`config.mk`:
```
export PLATFORM = sky130hd
export DESIGN_NAME = led_blink_ctrl
export DESIGN_NICKNAME = d
export VERILOG_FILES = /design/src/rtl/led_ctrl_pkg.sv /design/src/rtl/led_tick_gen.sv /design/src/rtl/led_blink_ctrl.sv
export SDC_FILE = /design/constraint.sdc
export NUM_CORES = 1
export LEC_CHECK = 0
export CAP_MARGIN = 20
export CORE_MARGIN = 1.5
export CORE_UTILIZATION = 40
export DETAILED_ROUTE_END_ITERATION = 8
export PLACE_DENSITY_LB_ADDON = 0.2
export SETUP_SLACK_MARGIN = 0.02
export SLEW_MARGIN = 30
export SYNTH_ARGS = -nofsm -noshare
export SYNTH_HDL_FRONTEND = slang
export SYNTH_SLANG_ARGS = --single-unit
```
`constraint.sdc`:
```
create_clock -name ACLK -period 2.8 [get_ports ACLK]
set_input_delay 0.7 -clock ACLK [delete_from_list [all_inputs] [get_ports ACLK]]
set_output_delay 0.7 -clock ACLK [all_outputs]
set_load 0.01 [all_outputs]
```
`src/rtl/led_ctrl_pkg.sv`:
```
// Shared encodings and widths for the LED blink controller.
// Optional lamp test is enabled with `define LED_LAMP_TEST_EN.
package led_ctrl_pkg;
  localparam int DUR_W     = 8;
  localparam int LAMP_W    = 12;
  localparam int LAMP_MULT = 10;

  typedef enum logic [1:0] {
    ST_OFF     = 2'd0,
    ST_ON      = 2'd1,
    ST_BLK_ON  = 2'd2,
    ST_BLK_OFF = 2'd3
  } led_st_e;

  typedef enum logic [1:0] {
    MODE_OFF   = 2'd0,
    MODE_ON    = 2'd1,
    MODE_BLINK = 2'd2,
    MODE_RSVD  = 2'd3
  } led_mode_e;
endpackage

```
`src/rtl/led_tick_gen.sv`:
```
// Free-running prescaler; tick is high during the last count before wrap.
module led_tick_gen #(
  parameter int TICK_DIV = 500000
) (
  input  logic ACLK,
  input  logic ARESETN,
  output logic tick
);
  localparam int CW = (TICK_DIV > 1) ? $clog2(TICK_DIV) : 1;

  logic [CW-1:0] pre_q, pre_d;

  assign tick = (pre_q == CW'(TICK_DIV - 1));

  always_comb begin
    pre_d = tick ? '0 : pre_q + CW'(1);
  end

  always_ff @(posedge ACLK or negedge ARESETN) begin
    if (!ARESETN) pre_q <= '0;
    else          pre_q <= pre_d;
  end
endmodule

```
`src/rtl/led_blink_ctrl.sv`:
```
// Per-LED off/on/blink FSMs driven by software commands and a shared 10 ms tick.
// `define LED_LAMP_TEST_EN adds a timed force-all-on lamp test.
module led_blink_ctrl
  import led_ctrl_pkg::*;
#(
  parameter int NUM_LEDS   = 4,
  parameter int TICK_DIV   = 500000,
  parameter bit ACTIVE_LOW = 1'b0
) (
  input  logic                  ACLK,
  input  logic                  ARESETN,
  input  logic                  cmd_valid,
  output logic                  cmd_ready,
  input  logic [3:0]            cmd_led,
  input  logic [1:0]            cmd_mode,
  input  logic [DUR_W-1:0]      cmd_on_time,
  input  logic [DUR_W-1:0]      cmd_off_time,
  output logic                  cmd_err,
`ifdef LED_LAMP_TEST_EN
  input  logic                  lamp_test_start,
  input  logic [DUR_W-1:0]      lamp_test_dur,
  output logic                  lamp_test_active,
`endif
  output logic [NUM_LEDS-1:0]   led_o,
  output logic [2*NUM_LEDS-1:0] led_state_o
);
  logic tick;
  logic cmd_acc, cmd_bad, cmd_ok;
  logic ready_q, ready_d, err_q, err_d;
  logic [NUM_LEDS-1:0] led_vec;

  led_tick_gen #(.TICK_DIV(TICK_DIV)) u_tick (
    .ACLK   (ACLK),
    .ARESETN(ARESETN),
    .tick   (tick)
  );

  always_comb begin
    cmd_acc = cmd_valid && ready_q;
    cmd_bad = ({28'd0, cmd_led} >= 32'(NUM_LEDS)) || (cmd_mode == MODE_RSVD);
    cmd_ok  = cmd_acc && !cmd_bad;
    ready_d = 1'b1;
    err_d   = cmd_acc && cmd_bad;
  end

  always_ff @(posedge ACLK or negedge ARESETN) begin
    if (!ARESETN) begin
      ready_q <= 1'b0;
      err_q   <= 1'b0;
    end else begin
      ready_q <= ready_d;
      err_q   <= err_d;
    end
  end

  assign cmd_ready = ready_q;
  assign cmd_err   = err_q;

  for (genvar i = 0; i < NUM_LEDS; i++) begin : g_led
    led_st_e          st_q, st_d;
    logic [DUR_W-1:0] cnt_q, cnt_d, on_q, on_d, off_q, off_d;
    logic             led_q, led_d;
    logic             hit;

    assign hit = cmd_ok && (cmd_led == 4'(i));

    // A command always overrides a same-cycle tick.
    always_comb begin
      st_d  = st_q;
      cnt_d = cnt_q;
      on_d  = on_q;
      off_d = off_q;
      led_d = (st_q == ST_ON) || (st_q == ST_BLK_ON);
      if (hit) begin
        case (cmd_mode)
          MODE_OFF: st_d = ST_OFF;
          MODE_ON:  st_d = ST_ON;
          MODE_BLINK: begin
            on_d  = cmd_on_time;
            off_d = cmd_off_time;
            if (cmd_on_time == '0)       st_d = ST_OFF;
            else if (cmd_off_time == '0) st_d = ST_ON;
            else begin
              st_d  = ST_BLK_ON;
              cnt_d = cmd_on_time;
            end
          end
          default: ;
        endcase
      end else if (tick) begin
        case (st_q)
          ST_BLK_ON: begin
            if (cnt_q == DUR_W'(1)) begin
              st_d  = ST_BLK_OFF;
              cnt_d = off_q;
            end else cnt_d = cnt_q - DUR_W'(1);
          end
          ST_BLK_OFF: begin
            if (cnt_q == DUR_W'(1)) begin
              st_d  = ST_BLK_ON;
              cnt_d = on_q;
            end else cnt_d = cnt_q - DUR_W'(1);
          end
          default: ;
        endcase
      end
    end

    always_ff @(posedge ACLK or negedge ARESETN) begin
      if (!ARESETN) begin
        st_q  <= ST_OFF;
        cnt_q <= '0;
        on_q  <= '0;
        off_q <= '0;
        led_q <= 1'b0;
      end else begin
        st_q  <= st_d;
        cnt_q <= cnt_d;
        on_q  <= on_d;
        off_q <= off_d;
        led_q <= led_d;
      end
    end

    assign led_state_o[2*i +: 2] = st_q;
    assign led_vec[i]            = led_q;
  end

`ifdef LED_LAMP_TEST_EN
  logic [LAMP_W-1:0] lamp_q, lamp_d;

  always_comb begin
    lamp_d = lamp_q;
    if (lamp_test_start && lamp_test_dur != '0)
      lamp_d = LAMP_W'(lamp_test_dur) * LAMP_W'(LAMP_MULT);
    else if (tick && lamp_q != '0)
      lamp_d = lamp_q - LAMP_W'(1);
  end

  always_ff @(posedge ACLK or negedge ARESETN) begin
    if (!ARESETN) lamp_q <= '0;
    else          lamp_q <= lamp_d;
  end

  assign lamp_test_active = (lamp_q != '0);
  assign led_o = (led_vec | {NUM_LEDS{lamp_test_active}}) ^ {NUM_LEDS{ACTIVE_LOW}};
`else
  assign led_o = led_vec ^ {NUM_LEDS{ACTIVE_LOW}};
`endif
endmodule

```
==> After elaboration in Yosys (flattened, before gate mapping) <==
Cells that the tools add are included.
{ "word_totals": {"regBits": 129, "in_bits": 25, "out_inout_bits": 14, "wordCells": 160} }
{ "op_classes": {"n_addsub": 5, "order_cmp": 1, "n_eq_ne": 47, "muxes": 47, "n_reduce_logical": 37} }
{ "ops": {"columns": ["cell", "count"], "rows": [
  ["two-way mux 8 bit", 19],
  ["case mux 8 bit (2 select lines)", 4],
  ["AND reduction 5 bit", 8],
  ["two-way mux 2 bit", 18],
  ["equality test 8 x 1 -> 1 bit, second input constant", 4],
  ["subtractor 8 x 1 -> 8 bit, second input constant", 4],
  ["equality test 2 bit, second input constant", 10],
  ["adder 19 x 1 -> 19 bit, second input constant", 1],
  ["equality test 19 bit, second input constant", 1],
  ["two-way mux 19 bit", 1],
  ["zero test 8 bit", 2],
  ["!= test 2 bit, second input constant", 8],
  ["!= test 4 x 1 -> 1 bit, second input constant", 4],
  ["case mux 2 bit (2 select lines)", 4],
  ["!= test 3 x 2 -> 1 bit, second input constant", 4],
  ["!= test 3 bit, second input constant", 4],
  ["nonzero test 3 bit", 4],
  ["equality test 2 x 1 -> 1 bit, second input constant", 5],
  ["equality test 4 x 2 -> 1 bit, second input constant", 2],
  ["!= test 2 x 1 -> 1 bit, second input constant", 4],
  ["AND reduction 2 bit", 4],
  ["nonzero test 2 bit", 4],
  ["logical AND 1 bit", 7],
  ["case mux 2 bit (3 select lines)", 1],
  ["6 further kinds", 10]
]} }

==> Depth between registers and ports, before layout <==
{ "logic_depth": {"ltp_word": 7, "ltp_mapped": 8, "depth_no_buf": 7} }

==> By module <==
A second synthesis with hierarchy kept.
{ "unflattened": {"cells_unflattened": 657, "hier_area_um2": 7083.0} }
{ "by_module_without_submodules": {"columns": ["mod", "instances", "cells_per_inst", "area_per_inst_um2", "seq_area_each_um2"], "rows": [
  ["led_blink_ctrl", 1, 569, 6157.2, 2752.6],
  ["led_tick_gen", 1, 88, 925.9, 475.5]
]} }

==> Worst setup path before layout <==
OpenSTA, ideal clock, no wires.
{ "synth_timing": {"path_kind": "input-to-reg", "from": "in cmd_mode[0]", "to": "reg g_led[2].cnt_q[3]", "setup_time_ns": 0.128, "arrival_time_ns": 2.437, "t_required_ns": 2.672, "setup_slack_ns": 0.236, "cell_stages": 7, "n_path_buf": 1, "path_cell_list": "ha_1 > or3_1 > buf_4 > nor4_4 > nor4_1 > nor2_4 > mux2_1"} }
{ "synth_via": {"elab_chain_cells": 7, "elab_cells_between_ends": 13, "classes_between": "5 x eq/ne; 1 x mux; 7 x reduce/logical"} }
{ "synth_lines": {"columns": ["item", "line_no", "text"], "rows": [
  ["start, declared", "led_blink_ctrl.sv:15", "input logic [1:0] cmd_mode,"],
  ["equality test 2 bit", "led_blink_ctrl.sv:40", "cmd_bad = ({28'd0, cmd_led} >= 32'(NUM_LEDS)) || (cmd_mode == MODE_RSVD);"],
  ["logical OR 1 bit", "led_blink_ctrl.sv:40", null],
  ["zero test 1 bit", "led_blink_ctrl.sv:41", "cmd_ok = cmd_acc && !cmd_bad;"],
  ["logical AND 1 bit", "led_blink_ctrl.sv:41", null],
  ["logical AND 1 bit", "led_blink_ctrl.sv:65", "assign hit = cmd_ok && (cmd_led == 4'(i));"],
  ["!= test 2 x 1 -> 1 bit (no line), or another cell as far along", null, null],
  ["AND reduction 5 bit (no line)", null, null],
  ["end signal, assigned", "led_blink_ctrl.sv:118", "cnt_q <= cnt_d;"],
  ["end, declared", "led_blink_ctrl.sv:61", "logic [DUR_W-1:0] cnt_q, cnt_d, on_q, on_d, off_q, off_d;"]
]} }
Parallel ways exist; a longest one is shown, timed or not.
A chain may end at the register's enable or synchronous reset.

==> Final worst setup path <==
Same ends and word-level chain as after synthesis.

==> results.sh <==
export IMPL_port_buffer_count=38
export IMPL_fin_worst_skew_ps=10.6
export IMPL_crit_fanout=13
export IMPL_first_global_vias=5569
export IMPL_numCtsBuffers=17
export IMPL_netlist_cell_type_count=74
export IMPL_first_pass_iters=4
export IMPL_r2r_slack_ps=510
export IMPL_yosysMostFrequentCell="dfrtp_1"
export IMPL_synthTopCellsByCount="dfrtp_1 (129), mux2_2 (72), mux2i_1 (44), nor2_1 (31), nand2_1 (28)"
export IMPL_worst_pin_slew_ps=711
export IMPL_clockRootBuffer="clkbuf_16"
export IMPL_reg2reg_depth=5
export IMPL_p_per_area_nw_per_um2=561
export IMPL_grt_total_usage=0.221
export IMPL_ys_seq_area_frac=0.443
export IMPL_cpPeakStageDelay_ps=470
export IMPL_cp_data_arrival_time_ps=2980
export IMPL_grt_max_degree=117
export IMPL_synth_top_area_share=0.443
export IMPL_die_area_um2=19000
export IMPL_yosysTopAreaCell="dfrtp_1"
export IMPL_timing_final_crit_period_ps=2690
export IMPL_ctsHoldBuffers=0
export IMPL_cts_repair_resized=0
export IMPL_routabilityCongestion=0.922
export IMPL_synthFlopType="dfrtp_1"
export IMPL_drive_above_1_share=0.253
export IMPL_grt_pass1_wl_mm=31.2
export IMPL_coreArea_um2=17900
export IMPL_timing_rr_start="u_tick.pre_q[6]"
export IMPL_fmax_mhz=372
export IMPL_grt_remaining_overflow=0
export IMPL_areaGrowthSynthToFinish_pct=21.8
export IMPL_finalSetupViolations=0
export IMPL_cp_required_ps=3100
export IMPL_antenna_found_initial=0
export IMPL_wirelength_mm=19.8
export IMPL_finalMaxSlewViolations=0
export IMPL_drcViolationCount=0
export IMPL_crit_path_end_kind="flop"
export IMPL_fp_dieH_um=138
export IMPL_cpMaxStageDelayCell="or3_1"
export IMPL_setup_worst_path_start_class="input port"
export IMPL_cts_tree="yes"
export IMPL_outcome="completed"
export IMPL_synth_fp_nets=711
export IMPL_ioPinCount=39
export IMPL_postRouteAntennaNets=0
export IMPL_dp_hpwl_mm=14.3
export IMPL_vdd_drop_max_v=0.000477
export IMPL_die_w_um=138
export IMPL_wl_per_cell_um=20.0
export IMPL_hold_viol=0
export IMPL_leakagePower_uw=0.00405
export IMPL_cts_buffer_depth=2
export IMPL_cts_max_level=4
export IMPL_initial_core_util=0.407
export IMPL_drt_iter0_markers=324
export IMPL_fin_crit_sh=0.959
export IMPL_async_reset_ff_frac=1.00
export IMPL_cts_reportedPaths_clkPinSlew_ps=60
export IMPL_synth_area_leaders="dfrtp_1 (44%), mux2_2 (11%), mux2i_1 (6.0%), ha_1 (3.6%), xnor2_1 (1.9%)"
export IMPL_yosysWarnings=0
export IMPL_avgSynthCellArea_um2=11.0
export IMPL_cp_startpoint="cmd_mode[0]"
export IMPL_antenna_diode_count=0
export IMPL_max_slew_margin=0.521
export IMPL_clock_sinks=129
export IMPL_fillCellCount=1641
export IMPL_path_cells="clkdlybuf4s50_1 > ha_1 > or3_1 > nor4_4 > buf_12 > a21oi_1 > a22o_1 > mux2_1"
export IMPL_cts_setup_buffers=0
export IMPL_synth_area_um2=7280
export IMPL_hp_class="input port to async pin"
export IMPL_seqCellArea_um2=3230
export IMPL_rsz0062_at_grt="false"
export IMPL_num_vias=5522
export IMPL_synth_edf_count=0
export IMPL_rows=49
export IMPL_critPathKind="input port to flop"
export IMPL_rr_endpoint="g_led[2].cnt_q[0]"
export IMPL_drv_cap=0
export IMPL_tns_ps=0
export IMPL_netlist_instances=665
export IMPL_nets=796
export IMPL_ys_ff_latch=129
export IMPL_multi_input_area_um2=3780
export IMPL_avgViaCountPerCell=5.57
export IMPL_fin_hold_ws_ps=133
export IMPL_clk_latency_ps=420
[layout make-up]
class,count,share of cell area
Clock inverter,13,0.0120
Inverter,23,0.00974
Multi-Input combinational cell,476,0.426
Sequential cell,129,0.364
Clock buffer,19,0.0511
Timing Repair Buffer,103,0.105
Tap cell,229,0.0323
[cell families (layout without fill, tap and decap cells)]
family                     count (synthesis)  count (layout)  synth area share
buffers and inverters                     60             158            0.0393
adders and majority gates                 21              21            0.0361
and+or+nand+nor                          196             196             0.162
muxes                                    122             122             0.181
DFF                                      129             129             0.443
other                                      1               1          0.000515
AOI/OAI and AO/OA                        108             108             0.104
xor gates and xnor gates                  28              28            0.0337
[flip-flops by register name (all words and copies together), names as in the netlist]
register	cells
g_led.on_q	32
cmd_err	1
u_tick.pre_q	19
g_led.off_q	32
g_led.st_q	8
g_led.cnt_q	32
g_led.led_q	4
cmd_ready	1
[critical path: cells and delay by family]
kind                       cells  cell delay, ps
and+or+nand+nor                2             870
buffers and inverters          2             630
muxes                          1             280
adders and majority gates      1             260
AOI/OAI and AO/OA              2             240
[cell usage in the layout, fill, tap and decap left out, types with 6 or more instances in the layout]
cell type,count
dfrtp_1,129
mux2_2,72
buf_4,61
mux2i_1,44
clkdlybuf4s50_1,37
nor2_1,31
nand2_1,28
a21oi_1,23
inv_1,22
nand3_1,21
ha_1,21
nor3_1,19
clkbuf_16,17
xnor2_1,16
o21ai_0,15
a211oi_1,14
nand4_1,13
nor3b_1,12
xor2_1,12
nor2b_1,10
and3_1,9
nor4_1,8
a21o_1,7
a22o_1,7
mux2_1,6
[stage by stage]
| stage | cell area [um2] | worst slack, ps | total power [uW] | utilization | cells |
|---|---|---|---|---|---|
| 3_5_place_dp | 8300 | -307 | 2930 | 0.464 | 960 |
| 4_1_cts | 8860 | 123 | 5020 | 0.495 | 992 |
| 5_1_grt | 8870 | 27.6 | 5200 | 0.495 | 992 |
| 2_1_floorplan | 7280 | 236 | 2570 | - | 665 |
| 6_report | 8870 | 114 | 4970 | 0.495 | 992 |
| 3_3_place_gp | 8300 | -250 | 2910 | 0.464 | 960 |
[routing by layer]
layer  up-vias  GRT usage  share of wire
met3        15     0.0497          0.054
met4         0     0.0544          0.015
met1      2723      0.318           0.49
met5         -          0              0
li1       2619          -              -
met2       165      0.338           0.44
[how the worst max path moves through the flow]
stage	end	slack [ps]	depth (start not counted)
3_3_place_gp	g_led[2].cnt_q[4]	-250	8
4_1_cts	g_led[2].cnt_q[4]	120	8
3_5_place_dp	g_led[2].cnt_q[4]	-310	8
5_1_grt	g_led[2].cnt_q[3]	30	8
2_1_floorplan	g_led[2].cnt_q[3]	240	7
6_report	g_led[2].cnt_q[3]	110	8
[where the power goes]
part | internal, uW | switching (uW) | leakage (uW) | total, uW
combinational | 386 | 405 | 0.00210 | 791
clock | 1190 | 884 | 0.000260 | 2080
sequential | 2000 | 107 | 0.00169 | 2110
total | 3580 | 1400 | 0.00405 | 4970
(Power assumes the default switching activity.)
